### config.mk
export PLATFORM = sky130hd
export DESIGN_NAME = riscv_fetch_unit
export DESIGN_NICKNAME = d
export VERILOG_FILES = /design/src/rtl/riscv_fetch_unit.sv
export SDC_FILE = /design/constraint.sdc
export NUM_CORES = 1
export LEC_CHECK = 0
export BUFFER_PORTS_ARGS = -buffer_cell sky130_fd_sc_hd__buf_4
export CAP_MARGIN = 20
export CELL_PAD_IN_SITES_DETAIL_PLACEMENT = 1
export CELL_PAD_IN_SITES_GLOBAL_PLACEMENT = 2
export CORE_AREA = 2 2 215 217
export CTS_CLUSTER_SIZE = 25
export DETAILED_ROUTE_END_ITERATION = 12
export DIE_AREA = 0 0 217 219
export GPL_ROUTABILITY_DRIVEN = 0
export GPL_TIMING_DRIVEN = 0
export PLACE_DENSITY = 0.6
export SLEW_MARGIN = 20
export SYNTH_ARGS = -nofsm -noshare
export SYNTH_HDL_FRONTEND = slang
export SYNTH_SLANG_ARGS = --single-unit
### constraint.sdc
create_clock -name clk -period 3.3 [get_ports clk]
set_input_delay 0.33 -clock clk [delete_from_list [all_inputs] [get_ports clk]]
set_output_delay 0.33 -clock clk [all_outputs]
set_load 0.005 [all_outputs]
### src/rtl/riscv_fetch_unit.sv
// riscv_fetch_unit
//   Instruction fetch front end that sits just before the IF/ID register.
//   Issues word fetches to instruction memory, keeps the returned words with
//   their PCs in a small first-word-fall-through prefetch FIFO, and hands
//   them to decode over valid/ready. A redirect flushes the FIFO and marks
//   every still-unanswered request so that its late response is discarded.
//
// Ports
//   clk, rst_n        clock, asynchronous active-low reset
//   redirect_valid    redirect the fetch stream this cycle
//   redirect_pc       new fetch PC (bits [1:0] forced to 00)
//   imem_req/addr     fetch request and byte address of the requested word
//   imem_ready        memory accepts the request
//   imem_rvalid/rdata in-order response, one per accepted request
//   id_valid/ready    handshake towards decode
//   id_instr/id_pc    head instruction and its PC (NOP / 0 when not valid)
module riscv_fetch_unit #(
    parameter int          DEPTH           = 4,
    parameter int          MAX_OUTSTANDING = 2,
    parameter logic [31:0] RESET_PC        = 32'h0000_0000
) (
    input  logic        clk,
    input  logic        rst_n,
    input  logic        redirect_valid,
    input  logic [31:0] redirect_pc,
    output logic        imem_req,
    output logic [31:0] imem_addr,
    input  logic        imem_ready,
    input  logic        imem_rvalid,
    input  logic [31:0] imem_rdata,
    output logic        id_valid,
    input  logic        id_ready,
    output logic [31:0] id_instr,
    output logic [31:0] id_pc
);

    localparam int          AW  = $clog2(DEPTH);
    localparam int          CW  = $clog2(DEPTH) + 1;
    localparam int          OW  = $clog2(MAX_OUTSTANDING) + 1;
    localparam logic [31:0] NOP = 32'h0000_0013;

    logic [31:0]   fetch_pc;
    logic [31:0]   resp_pc;
    logic [CW-1:0] count;
    logic [OW-1:0] outstanding;
    logic [OW-1:0] discard;
    logic [AW-1:0] rd_ptr;
    logic [AW-1:0] wr_ptr;
    logic [31:0]   instr_mem [DEPTH];
    logic [31:0]   pc_mem    [DEPTH];

    logic          rsp_live;
    logic          rsp_drop;
    logic          push;
    logic          pop;
    logic          xfer;
    logic [OW-1:0] out_after_rsp;
    logic [31:0]   redirect_aligned;
    logic          unused_lsbs;

    assign redirect_aligned = {redirect_pc[31:2], 2'b00};
    assign unused_lsbs      = ^redirect_pc[1:0];

    // A response with nothing outstanding is spurious and ignored entirely.
    assign rsp_live = imem_rvalid && (outstanding != '0);
    // While discard is nonzero the in-order response belongs to a flushed stream.
    assign rsp_drop = rsp_live && (discard != '0);
    assign push     = rsp_live && (discard == '0) && !redirect_valid;

    // count + outstanding bounds the FIFO so a push can never find it full.
    assign imem_req = rst_n && !redirect_valid
                      && ((int'(count) + int'(outstanding)) < DEPTH)
                      && (int'(outstanding) < MAX_OUTSTANDING);
    assign imem_addr = fetch_pc;
    assign xfer      = imem_req && imem_ready;

    assign id_valid  = (count != '0) && !redirect_valid;
    assign pop       = id_valid && id_ready;
    assign id_instr  = id_valid ? instr_mem[rd_ptr] : NOP;
    assign id_pc     = id_valid ? pc_mem[rd_ptr]    : 32'h0;

    assign out_after_rsp = outstanding - OW'(rsp_live);

    always_ff @(posedge clk or negedge rst_n) begin
        if (!rst_n) begin
            fetch_pc    <= RESET_PC;
            resp_pc     <= RESET_PC;
            count       <= '0;
            outstanding <= '0;
            discard     <= '0;
            rd_ptr      <= '0;
            wr_ptr      <= '0;
        end else if (redirect_valid) begin
            // Everything still unanswered after this cycle's response is stale.
            fetch_pc    <= redirect_aligned;
            resp_pc     <= redirect_aligned;
            count       <= '0;
            rd_ptr      <= '0;
            wr_ptr      <= '0;
            outstanding <= out_after_rsp;
            discard     <= out_after_rsp;
        end else begin
            if (xfer) begin
                fetch_pc <= fetch_pc + 32'd4;
            end
            outstanding <= out_after_rsp + OW'(xfer);
            if (rsp_drop) begin
                discard <= discard - OW'(1);
            end
            if (push) begin
                wr_ptr  <= wr_ptr + AW'(1);
                resp_pc <= resp_pc + 32'd4;
            end
            if (pop) begin
                rd_ptr <= rd_ptr + AW'(1);
            end
            count <= count + CW'(push) - CW'(pop);
        end
    end

    always_ff @(posedge clk) begin
        if (push) begin
            instr_mem[wr_ptr] <= imem_rdata;
            pc_mem[wr_ptr]    <= resp_pc;
        end
    end

endmodule

==> metrics.cfg <==
[status]
outcome = complete, no violations

[placement]
port_buffers = 161
placement.cell_area_sq_um = 15500
dp_hpwl_um = 23700

[routing]
viasPerCell = 4.72
vias = 8086
initialDrtViolationCount = 438
routedWlPerCell_um = 20.8
drc = 0
drtPass1Iterations = 4
wl_um = 35600
postRouteAntennaNets = 0

[floorplanning]
die_h_um = 219
die_w_um = 217
die-area_sq_um = 47500
rows = 78
io_pins = 168
start_util_pct = 29.7
core_region_area_sq_um = 45100

[yosys]
yosysUniqueCellTypes = 51
avgSynthCellArea_sq_um = 16.0
ys_ff_latch = 319
yosysWarnings = 0
synthesis.area_sq_um = 13400
synth_top_area_share_pct = 55.5
synth_edf_count = 248
yosys-top-cells-area = edfxtp_1 (56%), dfrtp_1 (13%), mux4_2 (10%)
synth-seq-area-share_pct = 68.8
synth_area_leader_cell = edfxtp_1
synthCells = 839
postSynth.asyncResetShare_pct = 22.3
synth_ff_type = edfxtp_1

[critical_path]
cp.arrival_ns = 2.74
critPathMaxStageDelay_ns = 0.62
critPathLaunchType = flop
end_kind = output pin
rrSetupSlack_ns = 0.33
crit_fanout = 10
r2r_end = imem_addr[18]
cp_slowest_cell = clkbuf_1
crit_chain = clkbuf_1, clkbuf_1, mux4_2, and2_1, buf_4
timing_worst_setup_path_type = reg -> out
r2r_start = count[1]
cpMostUsedCell = clkbuf_1
critPathTopFamily = buffers and inverters
r2r_cells = 9
crit_required_ns = 2.97
crit_buf_inv = 3

[finish]
drive_above_1_share_pct = 28.2
synthToLayoutAreaGrowth_pct = 28.0
final_nets = 1166
fillers = 4720
fin_area_sq_um = 17200
antenna_cells = 0
multi_input_area_sq_um = 3970
seqCellArea_sq_um = 9220

[min_path]
hold_class = in -> reg
hold_depth = 3
whs_endpoint = resp_pc[29]
min-delay-start = redirect_pc[29]

[sta]
max_slew_margin_pct = 31.0
maxSlewViolCount = 0
post-route-period-util_pct = 93.0
setup-tns-final_ns = 0
max_freq_mhz = 326
skew_ns = 0.0307
min_period_ns = 3.07
rsz0062_at_grt = no
tightest_slew_ns = 1.03
final_hold_viol_count = 0
finalSetupViolCount = 0

[global_route]
antenna_found_initial = 2
grt_pass1_vias = 8861
grt_pass1_wl_um = 54400
grt_util_met1_pct = 20.9
busiest_layer = met2
gr-usage-met2_pct = 24.8
overflow = 0
use_met3_pct = 2.56
grt_max_degree = 70
grt_usage_pct = 15.2

[clock_network]
cts_root_buffer = clkbuf_16
cts_tree = built
clk_pin_slew_worst_paths_ns = 0.06
cts_max_path_buffers = 3
cts_made_buffers = 39
clk_latency_ns = 0.56
cts_sinks = 319
htreeDepth = 2

[job]
cap_violations = 0

[pwr]
total_leakage_power_nw = 6.04
p_per_area_nw_per_um2 = 654
ir_worst_vdd_mv = 0.300

report_power, final:
group          switching (W)  internal [W]  total [W]
clock network        0.00166       0.00251    0.00417
registers           0.000224       0.00459    0.00481
logic                0.00109       0.00115    0.00224
total                0.00297       0.00825     0.0112
worst min-delay path: stages:
cell     delay [ns]
buf_4          0.08
nand2_1        0.07
o21ai_0        0.08
worst max path at each step:
stage	from	end	slack, ns	depth (start not counted)
after floorplan	discard[0]	instr_mem[0][0]	0.29	5
after global placement	redirect_valid	instr_mem[2][2]	-1.71	5
after detailed placement	rst_n	imem_addr[26]	-0.25	9
after CTS	rd_ptr[0]	id_pc[19]	0.05	5
after global routing	rd_ptr[0]	id_pc[13]	0.003	5
final	rd_ptr[1]	id_instr[9]	0.23	5
cells in the final DEF, fill, tap and decap left out, types with 12 or more instances in the layout:
master           n
and2_1          62
buf_4          166
clkbuf_1        39
clkbuf_16       40
dfrtp_1         71
dlygate4sd3_1   34
edfxtp_1       248
ha_1            12
inv_1           14
mux4_2          62
nand2_1         56
nand3_1         32
nand4_1         18
nor2_1          20
o211ai_1        14
o21ai_0         35
xnor2_1         17
xor2_1          23
per-layer routing:
layer | part of all wire (%) | wire length [um]
met5 | 0 | 0
met4 | 1.7 | 595
met3 | 4.3 | 1530
met2 | 48 | 17000
met1 | 46 | 16500
per-stage QoR:
| step | total power [W] | hold WS [ns] | setup slack, ns | instances | util, % |
|---|---|---|---|---|---|
| after global placement | 0.00712 | 0.533 | -1.71 | 1603 | 34.1 |
| after floorplan | 0.00608 | 0.0344 | 0.287 | 842 | - |
| final | 0.0112 | 0.0328 | 0.232 | 1713 | 38.1 |
| after detailed placement | 0.00715 | 0.536 | -0.246 | 1607 | 34.4 |
| after global routing | 0.0118 | 0.0194 | 0.00303 | 1713 | 38.1 |
| after CTS | 0.0115 | 0.00162 | 0.0493 | 1713 | 38.1 |
area by class of cell:
class / count / area share (%)
Timing Repair Buffer: 200 / 9.82
Buffer: 45 / 1.33
Multi-Input combinational cell: 462 / 23.1
Clock inverter: 19 / 1.06
Inverter: 16 / 0.379
Tap cell: 600 / 4.37
Sequential cell: 319 / 53.7
Clock buffer: 52 / 6.21
cells in the mapped netlist (2+ instances only):
master / instances
ha_1: 12
or4b_1: 3
buf_1: 7
buf_4: 5
nor3_1: 12
nand2b_1: 3
or4_1: 8
o311ai_0: 10
nor2b_1: 3
mux4_2: 62
nor2_1: 21
xnor2_1: 17
or3_1: 5
xor2_1: 23
o211ai_1: 14
or2_2: 2
mux2_2: 5
edfxtp_1: 248
nand4_1: 18
and3_1: 12
dfrtp_1: 71
inv_1: 14
a21oi_1: 9
a21boi_0: 4
and4_1: 2
nor4_1: 8
a41oi_1: 2
a31oi_1: 5
nand3_1: 32
and2_1: 62
buf_2: 2
clkbuf_1: 30
o21ai_0: 35
nand2_1: 56
kinds of logic (layout without fill, tap and decap cells):
logic type | count (synthesis) | after routing | share of synthesized area, %
XOR/XNOR | 40 | 40 | 2.61
AND/OR/NAND/NOR | 252 | 252 | 10.4
buffers and inverters | 61 | 332 | 1.96
other | 1 | 4 | 0.0280
flip-flops | 319 | 319 | 68.8
AO/OA/AOI/OAI | 85 | 85 | 4.04
multiplexers | 68 | 68 | 10.9
adder cells (fa/ha/maj) | 13 | 13 | 1.27
flip-flops by register name (all words and copies together) (netlist names):
name / count
count: 3
discard: 2
imem_addr: 30
instr_mem: 128
outstanding: 2
pc_mem: 120
rd_ptr: 2
resp_pc: 30
wr_ptr: 2
repair_timing:
item	CTS	global route
gates resized for setup	10	3
endpoints found under the hold margin	198	0
endpoints found under the setup margin	47	3
setup buffers	0	0
hold buffers	35	0
(Power assumes the default switching activity.)
